[config.mk]
export PLATFORM = sky130hd
export DESIGN_NAME = fetch_bpu_unit
export DESIGN_NICKNAME = d
export VERILOG_FILES = /design/src/rtl/fetch_bpu_unit.sv
export SDC_FILE = /design/constraint.sdc
export NUM_CORES = 1
export LEC_CHECK = 0
export CAP_MARGIN = 20
export CORE_MARGIN = 2
export CORE_UTILIZATION = 29
export CTS_BUF_LIST = sky130_fd_sc_hd__clkbuf_8
export DETAILED_ROUTE_END_ITERATION = 12
export HOLD_SLACK_MARGIN = 0.15
export PLACE_DENSITY = 0.5
export SYNTH_ARGS = -nofsm -noshare
export SYNTH_HDL_FRONTEND = slang
export SYNTH_SLANG_ARGS = --single-unit
[constraint.sdc]
create_clock -name clk -period 4.9 [get_ports clk]
set_input_delay 0.98 -clock clk [delete_from_list [all_inputs] [get_ports clk]]
set_output_delay 0.98 -clock clk [all_outputs]
set_load 0.02 [all_outputs]
[src/rtl/fetch_bpu_unit.sv]
// Fetch-stage PC register with a direct-mapped branch target buffer.
// Each BTB entry holds a 2-bit counter, so taken control flow is predicted without waiting for Decode.
module fetch_bpu_unit #(
  parameter int unsigned XLEN        = 32,
  parameter int unsigned BTB_ENTRIES = 16,
  parameter logic [XLEN-1:0] RESET_PC = '0
) (
  input  logic            clk,
  input  logic            reset,
  input  logic            stall_f,
  input  logic            redirect_valid,
  input  logic [XLEN-1:0] redirect_pc,
  input  logic            update_valid,
  input  logic [XLEN-1:0] update_pc,
  input  logic [XLEN-1:0] update_target,
  input  logic            update_taken,
  output logic [XLEN-1:0] pc_f,
  output logic [XLEN-1:0] pc_plus4_f,
  output logic            pred_taken_f,
  output logic [XLEN-1:0] pred_target_f
);

  localparam int unsigned IDX_W = $clog2(BTB_ENTRIES);
  localparam int unsigned TAG_W = XLEN - IDX_W - 2;
  localparam int unsigned TGT_W = XLEN - 2;

  logic [BTB_ENTRIES-1:0] valid_q;
  logic [1:0]             ctr_q    [BTB_ENTRIES];
  logic [TAG_W-1:0]       tag_q    [BTB_ENTRIES];
  logic [TGT_W-1:0]       target_q [BTB_ENTRIES];

  logic [IDX_W-1:0] l_idx, u_idx;
  logic [TAG_W-1:0] l_tag, u_tag;
  logic             l_hit, u_hit;

  // Word-offset bits of these addresses carry no information.
  logic unused_low_bits;
  assign unused_low_bits = ^{redirect_pc[1:0], update_pc[1:0], update_target[1:0]};

  assign l_idx = pc_f[IDX_W+1:2];
  assign l_tag = pc_f[XLEN-1:IDX_W+2];
  assign u_idx = update_pc[IDX_W+1:2];
  assign u_tag = update_pc[XLEN-1:IDX_W+2];

  assign l_hit = valid_q[l_idx] && (tag_q[l_idx] == l_tag);
  assign u_hit = valid_q[u_idx] && (tag_q[u_idx] == u_tag);

  // Zero-latency lookup on the current fetch PC.
  assign pc_plus4_f    = pc_f + XLEN'(4);
  assign pred_taken_f  = l_hit && ctr_q[l_idx][1];
  assign pred_target_f = pred_taken_f ? {target_q[l_idx], 2'b00} : pc_plus4_f;

  // Next PC: redirect beats stall beats prediction.
  always_ff @(posedge clk or posedge reset) begin
    if (reset) begin
      pc_f <= RESET_PC;
    end else if (redirect_valid) begin
      pc_f <= {redirect_pc[XLEN-1:2], 2'b00};
    end else if (!stall_f) begin
      pc_f <= pred_target_f;
    end
  end

  // Valid bits and saturating counters; allocation only on taken misses.
  always_ff @(posedge clk or posedge reset) begin
    if (reset) begin
      valid_q <= '0;
      for (int i = 0; i < int'(BTB_ENTRIES); i++) begin
        ctr_q[i] <= 2'b00;
      end
    end else if (update_valid) begin
      if (u_hit) begin
        if (update_taken && (ctr_q[u_idx] != 2'b11)) begin
          ctr_q[u_idx] <= ctr_q[u_idx] + 2'd1;
        end else if (!update_taken && (ctr_q[u_idx] != 2'b00)) begin
          ctr_q[u_idx] <= ctr_q[u_idx] - 2'd1;
        end
      end else if (update_taken) begin
        valid_q[u_idx] <= 1'b1;
        ctr_q[u_idx]   <= 2'b10;
      end
    end
  end

  // Tag and target payload needs no reset; a taken update either allocates or refreshes.
  always_ff @(posedge clk) begin
    if (update_valid && update_taken) begin
      tag_q[u_idx]    <= u_tag;
      target_q[u_idx] <= update_target[XLEN-1:2];
    end
  end

endmodule

# Word level (Yosys, flattened, before mapping)

Memories as Yosys holds them, arrays and structs flattened.
Index checks and enable logic that the tools add are counted.

Order comparisons: 6
Bitwise logic cells: 7
Add/subtract/negate cells: 3
Mux-type cells: 25
Reductions and logical operators: 13
Equal/unequal tests: 5

Operator list:

| kind                    | number |
|---|---|
| $mux W32                | 7 |
| $bwmux W32              | 2 |
| $eq A26 B26 Y1          | 2 |
| $add A32 B3 Y32 const B | 1 |
| $or A16 B16 Y16         | 2 |
| $and A16 B16 Y16        | 1 |
| $bmux W2 S4             | 2 |
| $not A16 Y16            | 1 |
| $ge A5 B5 Y1 const B    | 2 |
| $lt A4 B5 Y1 const B    | 2 |
| $mux W2                 | 5 |
| $not A4 Y5              | 2 |
| $bmux W1 S4             | 2 |
| $demux W2 S4            | 1 |
| $logic_and A1 B1 Y1     | 8 |
| $reduce_and A3 Y1       | 2 |
| $lt A5 B1 Y1 const B    | 1 |
| $mux W1                 | 5 |
| $demux W1 S4            | 1 |
| $ge A4 B1 Y1 const B    | 1 |
| $reduce_bool A2 Y1      | 2 |
| $ne A3 B1 Y1 const B    | 1 |
| $add A2 B1 Y2 const B   | 1 |
| $ne A2 B1 Y1 const B    | 1 |
| other kinds (4)         | 4 |

Input port bits: 102
Memories kept: 2
Output and inout port bits: 97
Register bits after elaboration: 80
Logic and storage cells: 79
Memory bits (writable): 896

Memory list:

| memory   | words | bits a word | rd ports | clocked after memory_dff | write ports | RTL line | text |
|---|---|---|---|---|---|---|---|
| target_q | 16    | 30          | 1        | 0                        | 1           | 30       | `logic [TGT_W-1:0] target_q [BTB_ENTRIES];` |
| tag_q    | 16    | 26          | 2        | 0                        | 1           | 29       | `logic [TAG_W-1:0] tag_q [BTB_ENTRIES];` |

# Logic depth before layout (Yosys ltp)

Gate-level depths: netlist of run 1.

Depth after elaboration: 9
Gate-level depth with buffers: 15
Mapped depth without buffers: 11

# Least setup slack after synthesis of run 1

No wires, ideal clock.

Kind: in2reg
Start point: input port update_pc[2]
End point: memory tag_q[0][0] (netlist name) (enable)
Library setup time: 539 ps
Cell stages on the path: 7
Data required time: 4361 ps
Arrival time: 6044 ps
Path slack: -1683 ps
Cell sequence: buf_2 buf_4 buf_2 buf_2 buf_2 clkbuf_1 nor3_1

RTL lines:

| item        | RTL line | text |
|---|---|---|
| from (decl) | 14       | `input logic [XLEN-1:0] update_pc,` |
| to (decl)   | 29       |  |

No word-level cell before the write port.

# Worst setup path after layout of run 1

Start point: register pc_f[2]
End point: output port pred_target_f[18]

Cells in the longest elaborated chain, start to end: 6
Elaborated cells between the ends (all ways): 13

RTL lines:

| item                                                    | RTL line | text |
|---|---|---|
| from (decl)                                             | 17       | `output logic [XLEN-1:0] pc_f,` |
| from (signal assigned)                                  | 58       | `pc_f <= {redirect_pc[XLEN-1:2], 2'b00};` |
| from (signal assigned)                                  | 60       | `pc_f <= pred_target_f;` |
| branches (longest 5 deep; another with $mem_v2 Z16 W26) | -        |  |
| $mux W32 (*)                                            | 51       | `assign pred_target_f = pred_taken_f ? {target_q[l_idx], 2'b00} : pc_plus4_f;` |
| to (decl)                                               | 20       | `output logic [XLEN-1:0] pred_target_f` |

Mark *: on every way between the ends. The select of a mux whose other input is x is not followed.

==> results.py, run 1 <==
metrics = {
    "status": {
        "status": "finished with violations",
        "violations": "setup timing",
    },
    "power_and_ir_drop": {
        "seqPwrFrac_pct": 47.6,
        "intPower_w": 0.01449,
        "power.density_nw_per_um2": 365.7,
        "p_sw_w": 0.005365,
        "switching_share_pct": 27.02,
        "ir_drop_v": 0.0002625,
        "combPwrFrac_pct": 16.8,
        "power_frac_clock_pct": 35.6,
        "leakagePower_nw": 18.53,
    },
    "synth": {
        "synth_edf_count": 896,
        "synth_top_flop_cell": "edfxtp_1",
        "netlist_top_cells_area": "edfxtp_1 62%, mux4_2 17%, dfrtp_1 4.6%",
        "async_flop_share_pct": 8.197,
        "avgSynthCellArea_um2": 19.12,
        "yosysUniqueCellTypes": 77,
        "synth_area_leader_cell": "edfxtp_1",
        "synthCells": 2272,
        "netlist_area_um2": 43440,
        "ys_ff_latch": 976,
        "yosysTopAreaCellShare_pct": 61.94,
        "ys_top_cells_by_count": "896 x edfxtp_1, 335 x mux4_2, 131 x mux2i_1, 80 x dfrtp_1, 80 x nor2_1",
        "synth_nets": 2377,
        "synth.most_common_cell": "edfxtp_1",
        "ys_seq_area_share_pct": 66.54,
        "synth_warnings": 0,
    },
    "timing": {
        "tightestPinTransition_ps": 1020,
        "max_slew_margin_pct": 31.99,
        "min_period_over_period_pct": 120.7,
        "fin_ws_ps": -1014,
        "min_period_ps": 5914,
        "fmax_mhz": 169.1,
        "drv_slew": 0,
        "grt_setup_unrepaired": "yes",
        "hold_viol": 0,
        "final.setup_skew_ps": 49.85,
        "setup_viol": 33,
    },
    "clock_tree": {
        "clk_latency_ps": 880,
        "cts.clk_slew.worst_paths_ps": 60,
        "cts_tree": "done",
        "hold_buffers": 0,
        "htreeDepth": 4,
        "cts_buffers": 168,
        "cts_buffer_depth": 3,
        "ctsRootBufferMaster": "clkbuf_8",
        "cts.sinks": 976,
    },
    "grt": {
        "antenna_found_initial": 12,
        "grt_pass1_vias": 27060,
        "grt_pass1_wl_um": 202900,
        "grt_max_degree": 61,
        "overflow": 0,
        "gr-usage-all-layers_pct": 18.67,
    },
    "min_path": {
        "min_path_type": "reg2reg",
        "min-delay-start": "ctr_q[26]$_DFFE_PP0P_",
    },
    "place": {
        "place_inst": 4575,
        "io_buffers": 192,
        "dp_hpwl_um": 92130,
        "placed_area_um2": 50240,
        "gp_congestion": 0.8506,
    },
    "critical_path": {
        "worst-r2r-cell-count": 16,
        "path_class": "reg2out",
        "crit_arrival_ps": 4930,
        "critPathLaunch": "pc_f[2]$_DFFE_PP0P_",
        "r2r-end": "pc_f[3]$_DFFE_PP0P_",
        "worst_setup_path_end_kind": "output port",
        "crit_fanout": 8,
        "rrSetupSlack_ps": 420,
        "crit_end": "pred_target_f[18]",
        "startpoint_type": "flop",
        "timing.rr.start": "pc_f[2]$_DFFE_PP0P_",
        "crit_required_ps": 3920,
    },
    "floorplanning": {
        "die_x_um": 391.0,
        "design.die.area_um2": 152900,
        "rows": 142,
        "start_util_pct": 29.11,
        "die_y_um": 391.0,
        "io_pins": 199,
        "core_um2": 149200,
    },
    "final_layout": {
        "syn_to_final_growth_pct": 24.97,
        "final_area_um2": 54290,
        "instances_no_fill": 4921,
        "drive_above_1_share_pct": 36.45,
        "fin_nets": 2936,
    },
    "drt": {
        "wire_per_inst_um": 29.24,
        "drt_wl_total_um": 143900,
        "drt-vias-per-instance": 5.241,
        "ant_nets": 0,
        "drtIter0Drc": 2866,
        "vias": 25790,
        "firstDrtPassIters": 6,
        "drc_errors": 0,
    },
    "flow_run": {
        "max-cap-violations": 0,
    },
}
[logic make-up (layout without fill, tap and decap cells)]
family	count (synthesis)	count (layout)	share of synthesized area (%)
compound gates	217	217	3.888
xor+xnor	77	77	1.552
fa+ha+maj	3	3	0.08641
buf+inv	182	881	1.967
flops	976	976	66.54
mux	546	546	22.46
other cells	0	6	0
simple gates	271	271	3.502
[worst max-delay path, cell delays in order (launching register included)]
cell	delay, ps
dfrtp_4	460
buf_12	170
buf_16	170
mux4_2	520
a22o_1	260
a221oi_2	200
buf_4	180
xnor2_4	90
a31oi_2	190
nand4_1	160
nor4_4	530
buf_4	240
nand2_8	140
buf_12	230
mux2_4	330
buf_6	140
[worst min-delay path by stage]
stage	end	cells after the start
finish	ctr_q[26]$_DFFE_PP0P_	1
floorplan	ctr_q[12]$_DFFE_PP0P_	1
global route	ctr_q[30]$_DFFE_PP0P_	1
detailed placement	ctr_q[26]$_DFFE_PP0P_	1
CTS	ctr_q[26]$_DFFE_PP0P_	1
global placement	ctr_q[16]$_DFFE_PP0P_	1
[power by group through the flow]
stage,Clock (W),Combinational (W),Sequential [W]
after floorplan,0,0.00165,0.00956
after global placement,0,0.00316,0.00961
after detailed placement,0,0.00318,0.00962
after CTS,0.00728,0.00329,0.00945
after global routing,0.00761,0.00351,0.00947
final,0.00707,0.00333,0.00945
[stage by stage]
stage | total power [W] | setup TNS [ps] | setup slack, ps | hold slack [ps] | utilization, %
after floorplan | 0.01121 | -233840 | -812.1 | 452.4 | -
after global placement | 0.01277 | -35660 | -1023 | 463.5 | 33.66
after detailed placement | 0.01279 | -34800 | -1009 | 473.1 | 33.66
after CTS | 0.02002 | -37120 | -1117 | 486.1 | 36.17
after global routing | 0.02059 | -37740 | -1167 | 509.9 | 36.37
final | 0.01985 | -31910 | -1014 | 484.1 | 36.38
[sequential cells by signal (all words and copies together) (netlist names)]
signal,count
ctr_q,32
pc_f,32
tag_q,416
target_q,480
valid_q,16
[metal layers]
layer	part of all wire [%]	global-route usage (%)
met1	43	26.28
met2	47	29.42
met3	7.5	3.396
met4	2.4	5.504
met5	0.028	0
[what timing repair did]
| item | CTS | global route |
|---|---|---|
| cloned | 5 | 2 |
| endpoints found under the setup margin | 57 | 49 |
| buffers inserted | 12 | 12 |
| pin swaps | 11 | 8 |
| resized for setup | 297 | 53 |
[placed cells by master (no fill, tap or decap), types with 17 or more instances in the layout]
| cell type | netlist | routed |
|---|---|---|
| nor2_1 | 80 | 63 |
| dfrtp_1 | 80 | 76 |
| buf_6 | 8 | 38 |
| buf_4 | 15 | 292 |
| buf_12 | 0 | 54 |
| a221oi_1 | 30 | 22 |
| nand4_1 | 17 | 17 |
| xnor2_1 | 61 | 54 |
| mux2_1 | 63 | 36 |
| edfxtp_1 | 896 | 896 |
| clkinv_1 | 2 | 39 |
| o31a_1 | 28 | 28 |
| o21ai_0 | 23 | 19 |
| inv_1 | 21 | 82 |
| nand3_1 | 29 | 28 |
| clkbuf_8 | 0 | 174 |
| mux2i_1 | 131 | 130 |
| mux4_2 | 335 | 335 |
| clkdlybuf4s50_1 | 0 | 138 |
| mux2_2 | 17 | 28 |
| nand2_1 | 54 | 52 |
| a2bb2oi_1 | 28 | 28 |
[layout make-up]
type / instances / area, µm²
tap: 1944 / 2432
fill: 13980 / 94950
antenna: 6 / 15.01
clock buffer: 174 / 2395
clock inverter: 136 / 797.0
multi-input combinational: 1114 / 14160
inverter: 23 / 98.84
timing repair buffer: 548 / 5469
sequential: 976 / 28920
(Power assumes the default switching activity.)
==> run 2, diff against run 1 <==
Settings changed: CORE_ASPECT_RATIO from default to 1.4.
==> results.py, run 2 (synthesis results as in run 1) <==
metrics = {
    "power_and_ir_drop": {
        "p_sw_w": 0.005359,
        "total_power_w": 0.01934,
        "intPower_w": 0.01398,
        "ir_drop_v": 0.0002680,
        "leakagePower_nw": 18.43,
        "power.density_nw_per_um2": 356.6,
        "switching_share_pct": 27.70,
        "seqPwrFrac_pct": 48.9,
        "power_frac_clock_pct": 33.3,
        "combPwrFrac_pct": 17.7,
    },
    "drt": {
        "drc_errors": 0,
        "drtIter0Drc": 1924,
        "ant_nets": 0,
        "firstDrtPassIters": 7,
        "drt-vias-per-instance": 5.185,
        "vias": 25370,
        "drt_wl_total_um": 143000,
        "wire_per_inst_um": 29.22,
    },
    "clock_tree": {
        "ctsRootBufferMaster": "clkbuf_8",
        "cts.sinks": 976,
        "cts_buffer_depth": 3,
        "cts_tree": "done",
        "cts_buffers": 152,
        "hold_buffers": 0,
        "cts.clk_slew.worst_paths_ps": 60,
        "htreeDepth": 4,
        "clk_latency_ps": 870,
    },
    "min_path": {
        "hold_end": "ctr_q[14]$_DFFE_PP0P_",
        "min_path_type": "reg2reg",
        "whs_path_depth": 1,
        "min-delay-start": "ctr_q[14]$_DFFE_PP0P_",
    },
    "critical_path": {
        "timing.rr.start": "pc_f[2]$_DFFE_PP0P_",
        "r2r-end": "pc_f[5]$_DFFE_PP0P_",
        "worst_setup_path_end_kind": "output port",
        "startpoint_type": "flop",
        "crit_fanout": 7,
        "worst-r2r-cell-count": 16,
        "crit_arrival_ps": 4820,
        "crit_required_ps": 3920,
        "rrSetupSlack_ps": 500,
        "path_class": "reg2out",
    },
    "final_layout": {
        "largest_registers": "target_q x480, tag_q x416",
        "drive_above_1_share_pct": 37.14,
        "fin_nets": 2923,
        "mostFrequentLayoutCells": "896 x edfxtp_1, 335 x mux4_2, 281 x buf_4, 156 x clkbuf_8, 141 x clkdlybuf4s50_1",
        "final_common_cell": "edfxtp_1",
        "largest_reg_flops": 480,
        "syn_to_final_growth_pct": 24.86,
        "top_register": "target_q",
        "instances_no_fill": 4893,
    },
    "timing": {
        "min_period_ps": 5802,
        "setup_tns_ps": -28590,
        "tightestPinTransition_ps": 948.6,
        "drv_slew": 0,
        "grt_setup_unrepaired": "yes",
        "hold_viol": 0,
        "final.setup_skew_ps": 45.50,
        "fin_ws_ps": -902.5,
        "fmax_mhz": 172.3,
        "min_period_over_period_pct": 118.4,
        "setup_viol": 33,
        "max_slew_margin_pct": 36.76,
    },
    "place": {
        "io_buffers": 192,
        "place_inst": 4573,
        "dp_hpwl_um": 90720,
        "gp_congestion": 0.8429,
    },
    "flow_run": {
        "max-cap-violations": 0,
    },
    "floorplanning": {
        "io_pins": 199,
        "rows": 168,
        "die_y_um": 462.0,
        "core_um2": 149200,
        "design.die.area_um2": 153000,
        "start_util_pct": 29.11,
        "die_x_um": 331.1,
    },
    "grt": {
        "overflow": 0,
        "gr-usage-all-layers_pct": 18.82,
        "grt_pass1_vias": 27710,
        "grt_max_degree": 65,
        "grt_pass1_wl_um": 204200,
        "antenna_found_initial": 12,
    },
    "status": {
        "violations": "setup timing",
        "status": "finished with violations",
    },
}
run 2: metal layers:
layer / GRT usage [%] / share of wire (%) / vias up
met4: 6.168 / 3.3 / 12
met1: 23.27 / 41 / 13670
met3: 3.983 / 5.3 / 230
li1: - / - / 10620
met2: 32.59 / 51 / 846
met5: 0 / 0.059 / -
run 2: critical path, cell delays in order (launching register included):
cell and delay [ps]:
dfrtp_4 520, buf_12 160, buf_12 130, buf_16 140
mux2_4 310, o22ai_4 180, nor3_2 60, or4b_4 510
a211oi_2 200, nand4b_1 250, nor4_4 480, buf_4 230
nand2_8 100, buf_16 200, mux2_4 330, buf_6 140
run 2: worst max path at each step:
stage / cells past startpoint / end / startpoint
after floorplan: 9 / tag_q[5][0]$_DFFE_PP_ / update_pc[2]
after global placement: 15 / pred_target_f[28] / pc_f[2]$_DFFE_PP0P_
after detailed placement: 15 / pred_target_f[28] / pc_f[2]$_DFFE_PP0P_
after CTS: 14 / pred_target_f[3] / pc_f[2]$_DFFE_PP0P_
after global routing: 16 / pred_target_f[21] / pc_f[2]$_DFFE_PP0P_
final: 15 / pred_target_f[27] / pc_f[2]$_DFFE_PP0P_
run 2: through the flow:
step / hold slack (ps) / utilization (%) / instance area (µm²) / setup WS (ps)
2_1_floorplan: 452.4 / - / 43470 / -812.1
3_3_place_gp: 465.7 / 33.66 / 50230 / -1118
3_5_place_dp: 478.7 / 33.66 / 50230 / -1060
4_1_cts: 492.5 / 36.15 / 53960 / -952.3
5_1_grt: 504.9 / 36.34 / 54240 / -1054
6_report: 493.0 / 36.35 / 54240 / -902.5
run 2: cell type report:
type,instances,area [µm²]
antenna,3,7.507
clock buffer,156,2147
clock inverter,115,640.6
fill,14090,95000
inverter,23,91.34
multi-input combinational,1114,14330
sequential,976,28920
tap,1955,2446
timing repair buffer,551,5658
run 2: what timing repair did:
action | 4_1_cts | 5_1_grt
gates resized for setup | 348 | 43
endpoints found under the hold margin | 0 | 0
setup buffers | 24 | 17
cloned | 7 | 0
setup endpoints to repair | 65 | 45
pin swaps | 16 | 27
run 2: power groups by stage:
stage	combinational, W	clock [W]	sequential, W
after floorplan	0.00165	0	0.00956
after global placement	0.00316	0	0.00962
after detailed placement	0.00318	0	0.00963
after CTS	0.00340	0.00664	0.00946
after global routing	0.00361	0.00698	0.00948
final	0.00343	0.00645	0.00947
==> run 3, diff against run 2 <==
Settings changed: CORE_ASPECT_RATIO 1.4 to 1.25, HOLD_SLACK_MARGIN 0.15 to default.
==> results.py, run 3 (synthesis results as in run 1) <==
metrics = {
    "timing": {
        "hold_viol": 0,
        "tightestPinTransition_ps": 977.0,
        "final.setup_skew_ps": 47.79,
        "grt_setup_unrepaired": "yes",
        "fin_ws_ps": -872.8,
        "timing.hold.ws_ps": 480.7,
        "setup_viol": 38,
        "max_slew_margin_pct": 34.71,
        "drv_slew": 0,
        "min_period_ps": 5773,
        "min_period_over_period_pct": 117.8,
        "fmax_mhz": 173.2,
    },
    "final_layout": {
        "mostFrequentLayoutCells": "896 x edfxtp_1, 335 x mux4_2, 271 x buf_4, 163 x clkbuf_8, 138 x clkdlybuf4s50_1",
        "top_register": "target_q",
        "syn_to_final_growth_pct": 23.09,
        "largest_reg_flops": 480,
        "instances_no_fill": 4916,
        "drive_above_1_share_pct": 35.12,
        "largest_registers": "target_q x480, tag_q x416",
        "fin_nets": 2894,
        "final_common_cell": "edfxtp_1",
    },
    "critical_path": {
        "startpoint_type": "flop",
        "path_class": "reg2out",
        "crit_arrival_ps": 4790,
        "worst_setup_path_end_kind": "output port",
        "crit_fanout": 13,
        "crit_required_ps": 3920,
    },
    "grt": {
        "grt_max_degree": 62,
        "antenna_found_initial": 19,
        "use_met1_pct": 23.46,
        "grt_pass1_wl_um": 202600,
        "overflow": 0,
        "gr-usage-all-layers_pct": 18.71,
        "grtUsageMet3_pct": 4.056,
        "grt_pass1_vias": 26930,
        "grt_use_met2_pct": 31.91,
        "grt.busiest_layer": "met2",
    },
    "floorplanning": {
        "design.die.area_um2": 152900,
        "die_y_um": 436.7,
        "io_pins": 199,
        "die_x_um": 350.2,
        "start_util_pct": 29.26,
        "rows": 158,
        "core_um2": 148500,
    },
    "drt": {
        "drt-vias-per-instance": 5.185,
        "firstDrtPassIters": 5,
        "ant_nets": 0,
        "drtIter0Drc": 2004,
        "wire_per_inst_um": 29.47,
        "vias": 25490,
        "drc_errors": 0,
        "drt_wl_total_um": 144900,
    },
    "clock_tree": {
        "cts.sinks": 976,
        "htreeDepth": 4,
        "cts_buffer_depth": 3,
        "cts.clk_slew.worst_paths_ps": 60,
        "hold_buffers": 0,
        "cts_tree": "done",
        "cts_buffers": 158,
        "clk_latency_ps": 900,
        "ctsRootBufferMaster": "clkbuf_8",
    },
    "power_and_ir_drop": {
        "leakagePower_nw": 18.00,
        "power.density_nw_per_um2": 358.9,
        "ir_drop_v": 0.0002824,
    },
    "flow_run": {
        "max-cap-violations": 0,
    },
    "place": {
        "dp_hpwl_um": 90580,
        "io_buffers": 192,
        "gp_congestion": 0.8294,
        "place_inst": 4599,
    },
    "status": {
        "violations": "setup timing",
        "status": "finished with violations",
    },
    "min_path": {
        "min_path_type": "reg2reg",
    },
}
## run 3: changes by cell type in the layout (fill, tap and decap cells not counted), moves of 11 or more
cell	change
mux2_1	+11
buf_6	-18
mux2_4	-27
buf_2	+17
mux2_2	+16
## run 3: metrics by stage
step	util [%]	setup TNS, ps	setup slack (ps)	cell area [µm²]	power [W]
floorplan	-	-233840	-812.1	43470	0.01121
global placement	33.69	-27860	-747.5	50010	0.01273
detailed placement	33.69	-24650	-672.8	50010	0.01276
CTS	35.64	-34880	-932.5	52910	0.01930
global route	36.01	-31700	-963.7	53470	0.01991
finish	36.02	-27640	-872.8	53470	0.01919
## run 3: repair_timing
action	in CTS	in global routing
gates resized for setup	190	109
pin swaps	8	13
setup endpoints to repair	55	50
gates cloned	1	3
setup buffers	10	16
## run 3: power breakdown
group	total [W]	switching [W]	internal [W]
sequential	0.00945	0.000171	0.00928
clock	0.00648	0.00332	0.00316
combinational	0.00326	0.00175	0.00151
## run 3: worst paths after layout
check                                     start                endpoint  slack (ps)  cells past startpoint
setup / recovery            pc_f[2]$_DFFE_PP0P_       pred_target_f[26]        -870                     14
hold / removal             ctr_q[6]$_DFFE_PP0P_    ctr_q[6]$_DFFE_PP0P_         480                      1
setup reg to reg            pc_f[2]$_DFFE_PP0P_     pc_f[3]$_DFFE_PP0P_         560                     15
hold reg to reg            ctr_q[6]$_DFFE_PP0P_    ctr_q[6]$_DFFE_PP0P_         480                      1
max in group asynchronous                 reset    pc_f[25]$_DFFE_PP0P_        3410                      3
min in group asynchronous                 reset  valid_q[6]$_DFFE_PP0P_         600                      2
## run 3: routing by layer
metal	vias up	wire length, µm
met4	18	4446
met3	227	8711
li1	10560	-
met1	13750	58600
met5	-	115
met2	941	72980
## run 3: layout make-up
type | instances | area, µm²
sequential | 976 | 28920
clock buffer | 163 | 2243
clock inverter | 118 | 584.3
fill | 13890 | 94990
multi-input combinational | 1114 | 14080
inverter | 23 | 97.59
antenna | 6 | 15.01
timing repair buffer | 516 | 5032
tap | 2000 | 2502
## run 3: worst max-delay path, cell delays in order, from the launching register on
cell and delay, ps:
dfrtp_4 520, buf_12 160, buf_12 140, clkbuf_16 160, o211ai_1 200, nand4_1 210, or4b_4 580, a211oi_4 250
nand4b_1 230, nor4_4 400, buf_4 210, nand2_8 90, buf_12 200, mux2_1 350, buf_2 170
